**config.mk**
```make
export PLATFORM = sky130hd
export DESIGN_NAME = lut_config_loader
export DESIGN_NICKNAME = d
export VERILOG_FILES = /design/src/rtl/lut_config_loader.sv
export SDC_FILE = /design/constraint.sdc
export NUM_CORES = 1
export LEC_CHECK = 0
export ABC_AREA = 1
export BUFFER_PORTS_ARGS = -buffer_cell sky130_fd_sc_hd__buf_2
export CORE_MARGIN = 4
export CORE_UTILIZATION = 40
export DETAILED_ROUTE_END_ITERATION = 12
export PLACE_DENSITY = 0.7
export SYNTH_ARGS = -nofsm -noshare
export SYNTH_HDL_FRONTEND = slang
export SYNTH_SLANG_ARGS = --single-unit
```
**constraint.sdc**
```tcl
create_clock -name config_clk -period 2.05 [get_ports config_clk]
set_input_delay 0.41 -clock config_clk [delete_from_list [all_inputs] [get_ports config_clk]]
set_output_delay 0.41 -clock config_clk [all_outputs]
set_load 0.05 [all_outputs]
```
**src/rtl/lut_config_loader.sv**
```systemverilog
// lut_config_loader
//   Receives a serial configuration frame for a chained pair of LUTs, checks
//   it against an even-parity bit, and writes it downstream with a one-cycle
//   strobe. The frame is CFG_WIDTH data bits sent MSB-first, followed by one
//   parity bit. The first bit received ends up in the upper (first-stage)
//   LUT half.
//
// Ports
//   config_clk   : sole clock; all state changes on its rising edge
//   config_rst_n : asynchronous active-low reset
//   start        : begin, or restart, reception of a frame
//   bit_in       : serial data bit
//   bit_valid    : bit_in is offered this cycle
//   bit_ready    : a bit is accepted this cycle (SHIFT and PARITY only)
//   config_en    : one-cycle write strobe to the downstream LUT pair
//   config_out   : last good frame; drives downstream config_in
//   busy         : frame in progress (SHIFT, PARITY, LOAD)
//   done         : last frame loaded; held until the next start
//   error        : last frame failed parity; held until the next start

module lut_config_loader #(
  parameter int INPUTS    = 4,
  parameter int MEM_SIZE  = 2**INPUTS,
  parameter int CFG_WIDTH = 2*MEM_SIZE
) (
  input  logic                 config_clk,
  input  logic                 config_rst_n,
  input  logic                 start,
  input  logic                 bit_in,
  input  logic                 bit_valid,
  output logic                 bit_ready,
  output logic                 config_en,
  output logic [CFG_WIDTH-1:0] config_out,
  output logic                 busy,
  output logic                 done,
  output logic                 error
);

  // Counter holds 0..CFG_WIDTH without wrapping.
  localparam int             CNT_W = $clog2(CFG_WIDTH + 1);
  localparam logic [CNT_W-1:0] LAST = CNT_W'(CFG_WIDTH - 1);

  typedef enum logic [2:0] {
    IDLE   = 3'd0,
    SHIFT  = 3'd1,
    PARITY = 3'd2,
    LOAD   = 3'd3,
    DONE   = 3'd4,
    ERROR  = 3'd5
  } state_t;

  state_t               state, state_nxt;
  logic [CFG_WIDTH-1:0] shreg;
  logic [CNT_W-1:0]     cnt;
  logic                 par;        // running XOR of accepted data bits

  // Decoded datapath controls from the FSM.
  logic clr;    // clear shift register, counter and running parity
  logic take;   // accept a data bit into the shift register
  logic load;   // capture shift register into config_out (entry to LOAD)

  // State register.
  always_ff @(posedge config_clk or negedge config_rst_n) begin
    if (!config_rst_n) state <= IDLE;
    else               state <= state_nxt;
  end

  // Next-state, datapath controls and outputs.
  always_comb begin
    state_nxt = state;
    clr       = 1'b0;
    take      = 1'b0;
    load      = 1'b0;
    bit_ready = 1'b0;
    config_en = 1'b0;
    busy      = 1'b0;
    done      = 1'b0;
    error     = 1'b0;

    unique case (state)
      IDLE, DONE, ERROR: begin
        done  = (state == DONE);
        error = (state == ERROR);
        if (start) begin
          state_nxt = SHIFT;
          clr       = 1'b1;
        end
      end

      SHIFT: begin
        bit_ready = 1'b1;
        busy      = 1'b1;
        // A restart wins over any bit offered in the same cycle.
        if (start) begin
          clr = 1'b1;
        end else if (bit_valid) begin
          take = 1'b1;
          if (cnt == LAST) state_nxt = PARITY;
        end
      end

      PARITY: begin
        bit_ready = 1'b1;
        busy      = 1'b1;
        if (start) begin
          state_nxt = SHIFT;
          clr       = 1'b1;
        end else if (bit_valid) begin
          // Even parity: data bits XOR parity bit must be zero.
          if (par ^ bit_in) begin
            state_nxt = ERROR;
          end else begin
            state_nxt = LOAD;
            load      = 1'b1;
          end
        end
      end

      LOAD: begin
        busy      = 1'b1;
        config_en = 1'b1;
        state_nxt = DONE;   // start is ignored here
      end

      default: begin
        state_nxt = IDLE;
      end
    endcase
  end

  // Frame assembly. Bits shift in at the LSB so the first bit ends at the MSB.
  always_ff @(posedge config_clk or negedge config_rst_n) begin
    if (!config_rst_n) begin
      shreg <= '0;
      cnt   <= '0;
      par   <= 1'b0;
    end else if (clr) begin
      shreg <= '0;
      cnt   <= '0;
      par   <= 1'b0;
    end else if (take) begin
      shreg <= {shreg[CFG_WIDTH-2:0], bit_in};
      cnt   <= cnt + 1'b1;
      par   <= par ^ bit_in;
    end
  end

  // config_out only changes when a parity-good frame enters LOAD, so an
  // aborted or failed frame leaves the previously loaded value in place.
  always_ff @(posedge config_clk or negedge config_rst_n) begin
    if (!config_rst_n)  config_out <= '0;
    else if (load)      config_out <= shreg;
  end

endmodule

```
# After elaboration in Yosys (flattened, before gate mapping)
# Cells that the tools add are included.
dict set report totals {
  ff_bits 74
  in_bits 5
  output_inout_bits 37
  wordCells 53
}
dict set report classes {
  add_sub_neg 1
  eq_ne 11
  n_mux 28
  bitwise 1
  n_reduce_logical 7
}
# op n
set op_table {}
lappend op_table {{32-bit 2-to-1 mux} 2}
lappend op_table {{3-bit 2-to-1 mux} 7}
lappend op_table {{1-bit 2-to-1 mux} 16}
lappend op_table {{6-bit 2-to-1 mux} 2}
lappend op_table {{3-bit one-hot mux with 4 select lines} 1}
lappend op_table {{2-bit inequality test (second input constant)} 4}
lappend op_table {{6-bit by 1-bit adder with 6-bit output (second input constant)} 1}
lappend op_table {{3-bit by 2-bit == test with 1-bit output (second input constant)} 2}
lappend op_table {{3-bit == test (second input constant)} 2}
lappend op_table {{6-bit by 5-bit == test with 1-bit output (second input constant)} 1}
lappend op_table {{3-bit OR reduction} 2}
lappend op_table {{5-bit AND reduction} 1}
lappend op_table {{5-bit OR reduction} 1}
lappend op_table {{3-bit by 1-bit == test with 1-bit output (second input constant)} 1}
lappend op_table {{3-bit logical NOT} 1}
lappend op_table {{3-bit inequality test (second input constant)} 1}
lappend op_table {{2-bit nonzero test} 1}
lappend op_table {{2-bit OR reduction} 1}
lappend op_table {{1-bit bitwise XOR} 1}

# Depth between registers and ports, before layout
dict set report logic_depth {
  ltp_word 5
  mapped_depth 9
  mapped_depth_nobuf 8
}

# Worst setup path after synthesis
# OpenSTA, ideal clock, no wires.
dict set report synth_path {
  path_kind {reg-to-output}
  from {register state[1]}
  to {output port done}
  arrival_ns 1.254
  required_time_ns 1.640
  setup_slack_ns 0.386
  stages_incl_launch_ff 4
  n_path_buf 0
  cell_sequence {dfrtp_1 -> inv_2 -> nand2_1 -> nor2_1}
}
dict set report synth_between {
  elab_chain_len 3
}
# item line
set synth_rtl {}
lappend synth_rtl {{from (decl)} 52} ;# state_t state, state_nxt;
lappend synth_rtl {{from (signal assigned)} 65} ;# else state <= state_nxt;
lappend synth_rtl {{3-bit == test (tied with other cells)} {80, 82}}
lappend synth_rtl {{3-bit OR reduction} 80} ;# unique case (state)
lappend synth_rtl {{1-bit 2-to-1 mux (*)} 80}
lappend synth_rtl {{to (decl)} 35} ;# output logic done,
# Every way passes the cells marked *; elsewhere a longest branch is shown, timed or not.

# Worst setup path in the final report
dict set report layout_path {
  from {register state[0]}
  to {output port bit_ready}
}
dict set report layout_between {
  elab_chain_len 3
}
# item line
set layout_rtl {}
lappend layout_rtl {{3-bit by 2-bit == test with 1-bit output / 3-bit by 1-bit == test with 1-bit output (equally long branches)} 80}
lappend layout_rtl {{2-bit OR reduction (no source line) (*)} --}
lappend layout_rtl {{1-bit 2-to-1 mux (*)} 80}
lappend layout_rtl {{to (decl)} 31} ;# output logic bit_ready,
# Marks and branches as above.

==> impl_results.md <==
- Reg2Reg Setup Slack: around 0.38 ns
- Final hold vios: 0
- Number of post-CTS setup repair buffers: 0
- # setup viols final: 0
- Post-DR wirelength/cell: about 13 um
- Register area share after synthesis: a little under three fifths
- Largest net degree at the start of global routing: 65
- Initial Utilization: about two fifths
- Final Max Tran Viols: 0
- Number of CTS-inserted buffers: 9
- Vias per cell: 4.950
- Syn Inst Count: between 300 and 400
- Slew @ Worst Pin: 0.5225 ns
- Die W: between 90 and 100 um
- H-tree depth: 3
- Total wire length: 6.091 mm
- Max-cap violations: 0
- Met3 usage: 2.548%
- Final Skew: a little under 0.006 ns
- Peak VDD IR: roughly 0.49 mV
- RSZ-0062 raised after global routing: no
- ANT cells: 0
- Initial antenna violation count: 0
- DRT iter0 DRCs: 208
- GR peak layer: met2
- Syn Std Cell Area: roughly 3300 um^2
- Pwr dens: between 1000 and 1500 nW/um^2
- Worst slack, placed: between 0.3 and 0.4 ns
- RR Endpoint: shreg[8]$_DFFE_PN0P_
- Clock-pin slew on the worst setup and hold paths: 0.08 ns
- Rows: 32
- Fin crit period: roughly 1.9 ns
- First-pass GRT wire length: 10.76 mm
- Share of cells above drive strength 1: roughly a third
- Crit Path Category: flop to output port
- Crit path arrival time: roughly 1.5 ns
- Fin crit share: 90.92%
- Met2 usage: 22.88%
- Final GP Congestion: 0.7926
- Number of global-route vias before repair: roughly 2400
- Setup crit start: state[0]$_DFFE_PN0P_
- Critical Path Sink: bit_ready
- Gr usage total: a little over an eighth
- Fmax achieved: around 540 MHz
- R2r startpoint: state[1]$_DFFE_PN0P_
- Worst R2R Path Depth: 7
- Worst EP required: roughly 1.6 ns
- Remaining global-route overflow: 0
- Core Footprint: ~8000 um^2
- Hpwl dp: approximately 4 mm
- CTS tree: done
- Met1 Use GR: roughly 16%
- Vias post-DR: about 2400
- Synthesis-to-finish area growth: 15.08%
- Crit Path Max Fanout: 8
- PnR worst setup slack: 0.1861 ns
- Yosys Warn Count: 0
- First-pass DRT Iterations: 5
- Synthesized area per cell: 10.04 um^2
- Die Span Y: 98.86 um
- Root Buffer: clkbuf_8
- Drc violations: 0
- Synth Register Bits: 74
- Final net count: approximately 380
- IO buf count: 41
- HP Class: primary input to flop
- PostCTS Resize Cnt: 0
- Antenna viol nets, final: 0
- # IOs: 42
- Post-synth cell types: 24
- Clk buf depth: 2
- Critical Path End Type: output port
- Worst slew margin: 65.11%
- Full die area: 9772 um^2
- Startpoint class of the critical path: flop
- Status: complete, no violations
- Clock sinks: 74
- Setup TNS: 0 ns
- Leak: 1.838 nW
- Post-Syn Nets: 335
- Clk Latency, worst-skew pair: approximately 0.35 ns
## cell usage after synthesis
cell       n  area [um^2]
nand2_4    2        22.52
nand2_2    1        6.260
buf_2      6        30.03
buf_8      1        15.01
clkbuf_1   1        3.750
nand3_1   37        185.2
o21ai_1    6        30.03
ha_1       1        12.51
a21oi_2    2        17.52
o21ai_4    1        16.27
dfrtp_1   74         1852
o22ai_2    4        50.05
o21ai_0   21        105.1
o21bai_1   1        7.510
inv_1     42        157.7
nor2_1     9        33.78
o21ai_2   40        350.3
nor2_4     1        11.26
inv_2      4        15.01
a21oi_1    1        5.000
buf_6      9        101.4
nand3_2    2        20.02
nand2_1   56        210.2
nand4_1    7        43.79
## state kept, by name, summed over array words and instances (netlist names)
register	cells
config_out	32
shreg	32
cnt	6
state	3
par	1
## through the flow
step | power, mW | instance area, um^2 | instances | hold slack (ns) | util (%)
final | 3.845 | 3800 | 477 | 0.3706 | 48.18
after global routing | 4.022 | 3800 | 477 | 0.3695 | 48.18
after CTS | 3.883 | 3800 | 477 | 0.3572 | 48.18
after detailed placement | 2.514 | 3550 | 460 | 0.3696 | 45.00
after global placement | 2.494 | 3550 | 460 | 0.3675 | 45.00
after floorplan | 2.374 | 3302 | 329 | 0.1144 | -
## layout by cell type, fill, tap and decap left out, types with 6 or more instances in the layout
master	instances
buf_2	40
clkbuf_8	9
dfrtp_1	74
inv_1	42
nand2_1	56
nand3_1	37
nand4_1	7
nor2_1	9
o21ai_0	21
o21ai_1	6
o21ai_2	40
## worst min path at each step
stage,from,end,slack (ns),cells past startpoint
floorplan,config_rst_n,cnt[0]$_DFFE_PN0P_,0.11,0
global placement,config_rst_n,state[0]$_DFFE_PN0P_,0.37,1
detailed placement,config_rst_n,state[0]$_DFFE_PN0P_,0.37,1
CTS,bit_in,shreg[0]$_DFFE_PN0P_,0.36,3
global route,bit_in,shreg[0]$_DFFE_PN0P_,0.37,3
finish,bit_in,shreg[0]$_DFFE_PN0P_,0.37,3
## routing by layer
layer	part of all wire, %	wire (um)	up-vias
met2	51	3091	34
li1	-	-	1158
met1	44	2688	1160
met4	1.9	114	0
met5	0	0	-
met3	3.2	196	9
## what timing repair did
item	CTS	global route
endpoints found under the setup margin	0	0
hold buffers	1	0
hold endpoints to repair	29	0
## area by class of cell
type	instances	area (um^2)
Timing Repair Buffer	47	280.3
Multi-Input combinational cell	192	1127
Clock inverter	7	116.4
Inverter	46	172.7
Sequential cell	74	1852
Tap cell	102	127.6
Clock buffer	9	123.9
Fill cell	735	4088
## critical path, stage by stage (launching register included)
cell     delay, ns
dfrtp_1       0.49
nor2_4        0.21
nand2_1       0.09
nand2_1       0.06
buf_2         0.25
## logic make-up after synthesis
logic type	after synthesis	synth area share, %
compound gates	76	17.62
simple gates	115	16.14
flops	74	56.08
buf+inv	63	9.776
fa+ha+maj	1	0.3789
## power by group
part	switching, mW	leakage (nW)	internal, mW	total [mW]
registers	0.0944	1.03	1.52	1.62
clock network	0.556	0.120	0.808	1.36
logic	0.650	0.691	0.213	0.863
total	1.30	1.84	2.55	3.85
Power figures use the tool's default switching activity.
